===== config.mk =====
export PLATFORM = sky130hd
export DESIGN_NAME = lut_loader
export DESIGN_NICKNAME = d
export VERILOG_FILES = /design/src/rtl/lut_loader.sv
export SDC_FILE = /design/constraint.sdc
export NUM_CORES = 1
export LEC_CHECK = 0
export CORE_UTILIZATION = 40
export DETAILED_ROUTE_END_ITERATION = 6
export DONT_BUFFER_PORTS = 1
export SETUP_SLACK_MARGIN = 0.4
export SYNTH_ARGS = -nofsm -noshare
export SYNTH_HDL_FRONTEND = slang
export SYNTH_SLANG_ARGS = --single-unit

===== constraint.sdc =====
create_clock -name clk -period 1.6 [get_ports clk]
set_clock_uncertainty 0.05 [all_clocks]
set_input_delay 0.32 -clock clk [delete_from_list [all_inputs] [get_ports clk]]
set_output_delay 0.32 -clock clk [all_outputs]
set_load 0.03 [all_outputs]

===== src/rtl/lut_loader.sv =====
// Byte-stream loader for a 2^N-entry lookup RAM: packs big-endian bytes into
// DATA_WIDTH-bit words and writes them at ascending addresses, flagging nonzero pad bits.
module lut_loader #(
  parameter int N          = 8,
  parameter int DATA_WIDTH = 27
) (
  input  logic                  clk,
  input  logic                  rst_n,
  input  logic                  start,
  input  logic [7:0]            s_data,
  input  logic                  s_valid,
  output logic                  s_ready,
  output logic                  lut_we,
  output logic [N-1:0]          lut_waddr,
  output logic [DATA_WIDTH-1:0] lut_wdata,
  output logic                  busy,
  output logic                  done,
  output logic                  err,
  output logic [N:0]            words_loaded
);

  localparam int BPW  = (DATA_WIDTH + 7) / 8;
  localparam int WW   = 8 * BPW;
  localparam int SH_W = (BPW > 1) ? 8 * (BPW - 1) : 8;
  localparam int BC_W = (BPW > 1) ? $clog2(BPW) : 1;
  // Bits of the leading byte that lie above DATA_WIDTH.
  localparam logic [WW-1:0] PAD_MASK = ~({WW{1'b1}} >> (WW - DATA_WIDTH));

  typedef enum logic [1:0] {IDLE, LOAD, DONE} state_t;

  state_t           state, state_nxt;
  logic [N-1:0]     addr;
  logic [BC_W-1:0]  byte_cnt;
  logic [SH_W-1:0]  sh;
  logic [SH_W+7:0]  cat;
  logic [WW-1:0]    word;
  logic             xfer, last_byte, last_word;

  // A byte arriving alongside start is dropped, so start masks the transfer.
  assign xfer      = (state == LOAD) && s_valid && !start;
  assign last_byte = (byte_cnt == BC_W'(BPW - 1));
  assign last_word = (addr == '1);
  assign cat       = {sh, s_data};
  assign word      = cat[WW-1:0];

  assign s_ready = (state == LOAD);
  assign busy    = (state == LOAD);

  always_ff @(posedge clk or negedge rst_n) begin
    if (!rst_n) state <= IDLE;
    else        state <= state_nxt;
  end

  always_comb begin
    // NOTE: default assigned first so no path through the case leaves state_nxt unassigned (no latch).
    state_nxt = state;
    case (state)
      IDLE, DONE: if (start) state_nxt = LOAD;
      LOAD: begin
        if (start)                                state_nxt = LOAD;
        else if (xfer && last_byte && last_word)  state_nxt = DONE;
      end
      default: state_nxt = IDLE;
    endcase
  end

  always_ff @(posedge clk or negedge rst_n) begin
    if (!rst_n) begin
      addr         <= '0;
      byte_cnt     <= '0;
      sh           <= '0;
      lut_we       <= 1'b0;
      lut_waddr    <= '0;
      lut_wdata    <= '0;
      done         <= 1'b0;
      err          <= 1'b0;
      words_loaded <= '0;
    end else begin
      // NOTE: non-blocking assignments so every register samples pre-edge values.
      lut_we <= 1'b0;
      if (start) begin
        addr         <= '0;
        byte_cnt     <= '0;
        sh           <= '0;
        done         <= 1'b0;
        err          <= 1'b0;
        words_loaded <= '0;
      end else if (xfer) begin
        sh <= cat[SH_W-1:0];
        if (last_byte) begin
          byte_cnt     <= '0;
          lut_we       <= 1'b1;
          lut_waddr    <= addr;
          lut_wdata    <= word[DATA_WIDTH-1:0];
          words_loaded <= words_loaded + 1'b1;
          addr         <= addr + 1'b1;
          if (|(word & PAD_MASK)) err <= 1'b1;
          if (last_word)          done <= 1'b1;
        end else begin
          byte_cnt <= byte_cnt + 1'b1;
        end
      end
    end
  end

endmodule


# Word level (Yosys, flattened, before mapping)
# Index checks and enable logic that the tools add are counted.
# totals
elab_cells,63
inputBits,12
register_bits,83
out_inout_bits,49
# op_classes
reduce_logical,17
bitwise_logic,1
eq_ne,6
addsub,3
n_mux,26
# op_table
cell,n
2-to-1 mux 24 bit,2
2-to-1 mux 9 bit,3
2-to-1 mux 8 bit,3
2-to-1 mux 2 bit,6
2-to-1 mux 1 bit,11
adder 9 x 1 -> 9 bit (second input constant),1
AND reduction 3 bit,3
adder 8 x 1 -> 8 bit (second input constant),1
== test 8 bit (second input constant),1
nonzero test 2 bit,4
OR reduction 5 bit,1
== test 2 bit (second input constant),2
logical AND 1 bit,4
case mux 2 bit (2 select lines),1
AND reduction 2 bit,2
inequality test 3 x 2 -> 1 bit (second input constant),1
adder 2 x 1 -> 2 bit (second input constant),1
== test 2 x 1 -> 1 bit (second input constant),1
logical NOT 2 bit,1
inequality test 2 bit (second input constant),1
OR reduction 2 bit,1
logical NOT 1 bit,1
NOT 1 bit,1

# Longest topological paths before layout
# Gate-level depths: netlist (run 1).
# logic_depth
ltp_word,8
ltp_mapped,6
depth_no_buf,4

# Worst setup path before layout (run 1)
# No wires, ideal clock.
# synth_path
kind,register to register
startpoint,register state[0]
endpoint,register byte_cnt[1]
synth_period_minus_slack_ns,1.823
t_arrival_ns,1.652
stages_incl_launch_ff,5
required_ns,1.429
slack_ns,-0.223
path_buffers,1
setup_time_ns,0.121
cell_sequence,dfrtp_1 nor2b_1 a21oi_1 clkbuf_1 a22o_1
# synth_via
elab_chain_len,4
# synth_rtl
element,line,text
from (decl),31,"state_t state, state_nxt;"
from (signal assigned),51,else state <= state_nxt;
== test 2 x 1 -> 1 bit,--,
via busy,16,"output logic busy,"
logical AND 1 bit (2 in series),40,assign xfer = (state == LOAD) && s_valid && !start;
nonzero test 2 bit (no line),--,
to (signal assigned),100,byte_cnt <= byte_cnt + 1'b1;
to (decl),33,logic [BC_W-1:0] byte_cnt;
# The timed path passes the listed nets, and every way through them passes these cells.
# A chain may end at the register's enable or synchronous reset.

# Final worst setup path (run 1)
# layout_path
startpoint,register state[1]
endpoint,register words_loaded[5]
# layout_via
elab_chain_len,5
# layout_rtl
element,line,text
== test 2 x 1 -> 1 bit,40,
logical AND 1 bit (2 in series),40,
nonzero test 2 bit (no line),--,
AND reduction 2 bit (no line),--,
to (signal assigned),95,words_loaded <= words_loaded + 1'b1;
to (decl),19,output logic [N:0] words_loaded
# Every way passes these cells.

==> flow_summary_export.csv, run 1 <==
group,metric,value,unit
outcome,status,"finished with violations",
outcome,violations,"hold timing, setup timing",
timing,fin_ws,-0.0632,ns
synthesis,synth_common_cells,"dfrtp_1, mux2_2, a22o_1",
clock_network,clkSinkCount,83,
synthesis,ys_types,27,
routing,drc,0,
placed_design,port_buffers,0,
synthesis,synth_area_per_cell,13.4,um2
grt,grt_max_degree,84,
setup_path,critPathRequiredTime,1.81,ns
synthesis,synth-seq-cells,83,
synthesis,synth_edf_count,0,
placed_design,dpl_cell_area,0.00368,mm2
timing,finalSetupViolations,28,
synthesis,ys_warn_count,0,
synthesis,synth_xor_area_frac,0.00527,
finish,nFillCells,659,
timing,drv_slew,0,
die,coreArea,0.00789,mm2
clock_network,cts-buffers-inserted,9,
setup_path,max_stage_delay,0.48,ns
grt,grt_pass1_wl,11600,um
routing,dr.pass1.iters,5,
synthesis,netlist_area,0.00333,mm2
power_and_ir_drop,power_frac_seq,0.576,
placed_design,place_congestion,0.751,
finish,area_growth_syn_to_layout,30.6,%
timing,tightest_slew,0.928,ns
setup_path,slowest_stage,"or4_4",
synthesis,synth_fa_ha_area_frac,0.0113,
synthesis,synth_compound_area_frac,0.115,
setup_path,worstPathCellList,"buf_6, nand4b_4, buf_6, or4_4, a21oi_2",
synthesis,synth_flop_cell,"dfrtp_1",
die,rows,32,
setup_path,end_kind,"flop",
routing,drtIter0Drc,59,
timing,finalHoldViolations,83,
synthesis,yosysMostFrequentCell,"dfrtp_1",
synthesis,async_reset_ff_frac,1.00,
clock_network,htreeDepth,3,
synthesis,synth_top_family_by_area,"multiplexers",
routing,drtAntennaViolNets,0,
power_and_ir_drop,sw_frac_of_total,0.249,
routing,via_count,2192,
clock_network,clkLatencyLatePin,0.35,ns
placed_design,pre_cts_ws,-0.155,ns
clock_network,clockBufferDepth,2,
synthesis,synth.area.mux_share,0.132,
grt,met3_usage,0.0561,
finish,antenna_cells,0,
power_and_ir_drop,p_sw,1000,uW
power_and_ir_drop,ir_drop,0.723,mV
routing,routed_wirelength,7070,um
setup_path,path_max_fanout,8,
finish,drive_gt1_frac,0.608,
grt,track_usage,0.176,
clock_network,cts-root-buf,"clkbuf_8",
power_and_ir_drop,finalPower,4030,uW
finish,stdcell_area,0.00435,mm2
timing,period_minus_slack,1.66,ns
hold_path,hp-class,"in -> async",
run,max_cap_viol_count,0,
grt,antenna_found_initial,0,
synthesis,yosys.area_share.simple,0.0835,
die,top_level_ports,61,
clock_network,cts_tree,"built",
grt,grt_pass1_vias,2243,
grt,busiest_layer,"met2",
power_and_ir_drop,cellPowerDensity,927,mW/mm2
setup_path,crit_path_frequent_cell,"buf_6",
setup_path,worstPathArrival,1.88,ns
power_and_ir_drop,pwr-share-comb,0.046,
synthesis,syn_inst,248,
setup_path,cp-start-kind,"flop",
finish,fin_nets,306,
die,die_w,93.2,um
die,die_y,93.2,um
routing,via_per_inst,5.51,
timing,max_clock_freq,601,MHz
placed_design,hpwl,4020,um
grt,use_met1,0.243,
timing,fin_hold_ws,-0.390,ns
timing,rsz0062_at_grt,"true",
synthesis,ys_seq_area_frac,0.624,
setup_path,crit_type,"reg -> reg",
timing,slew_headroom,0.379,
synthesis,synth_area_leaders,"dfrtp_1, mux2_2, a22o_1, a21oi_1, or4_1",
power_and_ir_drop,clkPwrFrac,0.378,
timing,fin_crit_sh,1.04,
die,dieArea,0.00869,mm2
clock_network,clkTransAtPathRegs,0.08,ns
synthesis,synth.largest_area_cell,"dfrtp_1",
synthesis,yosysTopAreaCellShare,0.624,
power_and_ir_drop,internal_power,3030,uW
synthesis,synth_nets,263,
routing,routedWlPerCell,17.8,um
grt,grt_overflow,0,
power_and_ir_drop,leakage,0.00193,uW
die,start_util,0.422,
grt,use_met2,0.263,
## power groups by stage
stage          registers (uW)  logic (uW)  clock network (uW)
2_1_floorplan            2340         117                   0
3_3_place_gp             2350         114                   0
3_5_place_dp             2350         119                   0
4_1_cts                  2320         173                1570
5_1_grt                  2330         204                1660
6_report                 2320         187                1520
## flip-flops by register name, indices dropped and copies added (netlist names)
register,flops
err,1
lut_we,1
byte_cnt,2
words_loaded,9
sh,24
state,2
addr,8
lut_waddr,8
done,1
lut_wdata,27
## worst max-delay path, delay by kind of cell (launching register included)
kind	cells	cell delay, ns
DFF	1	0.41
and+or+nand+nor	2	0.68
buffers and inverters	2	0.31
AOI/OAI and AO/OA	1	0.14
## cell type report
cell class	count	area (um2)	share of cell area
clock inverter	6	72.6	0.0167
inverter	6	22.5	0.00518
sequential	83	2130	0.491
clock buffer	10	128	0.0294
tap	102	128	0.0294
multi-input combinational	147	1400	0.322
timing repair buffer	44	463	0.107
## cells in the final DEF (no fill, tap or decap), drive strengths merged, types with 4 or more instances in the layout
master  netlist  final
a21oi        17     18
a22o         25     25
buf           9     42
clkbuf        5     11
dfrtp        83     83
inv           6      8
mux2         39     39
nand2         9      9
nand3         4      4
nand4         5      5
nor2          9     10
nor2b         5      5
o31ai         7      7
or4           9      9
## per-stage QoR
step	util	setup TNS (ns)	instances	hold WS, ns
finish	0.551	-0.333	398	-0.390
global route	0.551	-3.72	398	-0.423
CTS	0.541	-0.267	397	-0.410
detailed placement	0.467	-4.33	360	-0.0240
global placement	0.467	-3.60	360	-0.0241
floorplan	-	0	248	-0.0256
## metal layers
| metal | wire [um] | part of all wire |
|---|---|---|
| met1 | 3240 | 0.46 |
| met2 | 3330 | 0.47 |
| met3 | 425 | 0.060 |
| met4 | 76 | 0.011 |
| met5 | 0 | 0 |
## final timing paths
path | from | end | slack, ns | cells past startpoint
min | rst_n | words_loaded[5] | -0.39 | 0
min in group clk | s_data[0] | sh[0] | 0.05 | 1
max in group asynchronous | rst_n | lut_wdata[0] | 1.76 | 0
min reg2reg | sh[17] | sh[17] | 0.46 | 1
max reg2reg | state[1] | words_loaded[5] | -0.06 | 5
max | state[1] | words_loaded[5] | -0.06 | 5
## cells by family after synthesis
kind of cell               Yosys count
DFF                                 83
AOI/OAI and AO/OA                   53
and+or+nand+nor                     48
muxes                               39
buffers and inverters               20
adders and majority gates            3
xor gates and xnor gates             2
## timing repair
action	4_1_cts	5_1_grt
gates resized for setup	74	18
setup endpoints to repair	131	132
cloned	3	0
pin swaps	16	2
endpoints found under the hold margin	100	100
buffers inserted	18	0
(Power assumes the default switching activity.)
==> run 2, diff against run 1 <==
CAP_MARGIN = 20   (was default)
==> results of run 2 <==
The final DEF is identical to that of run 1; final timing and power are the same.
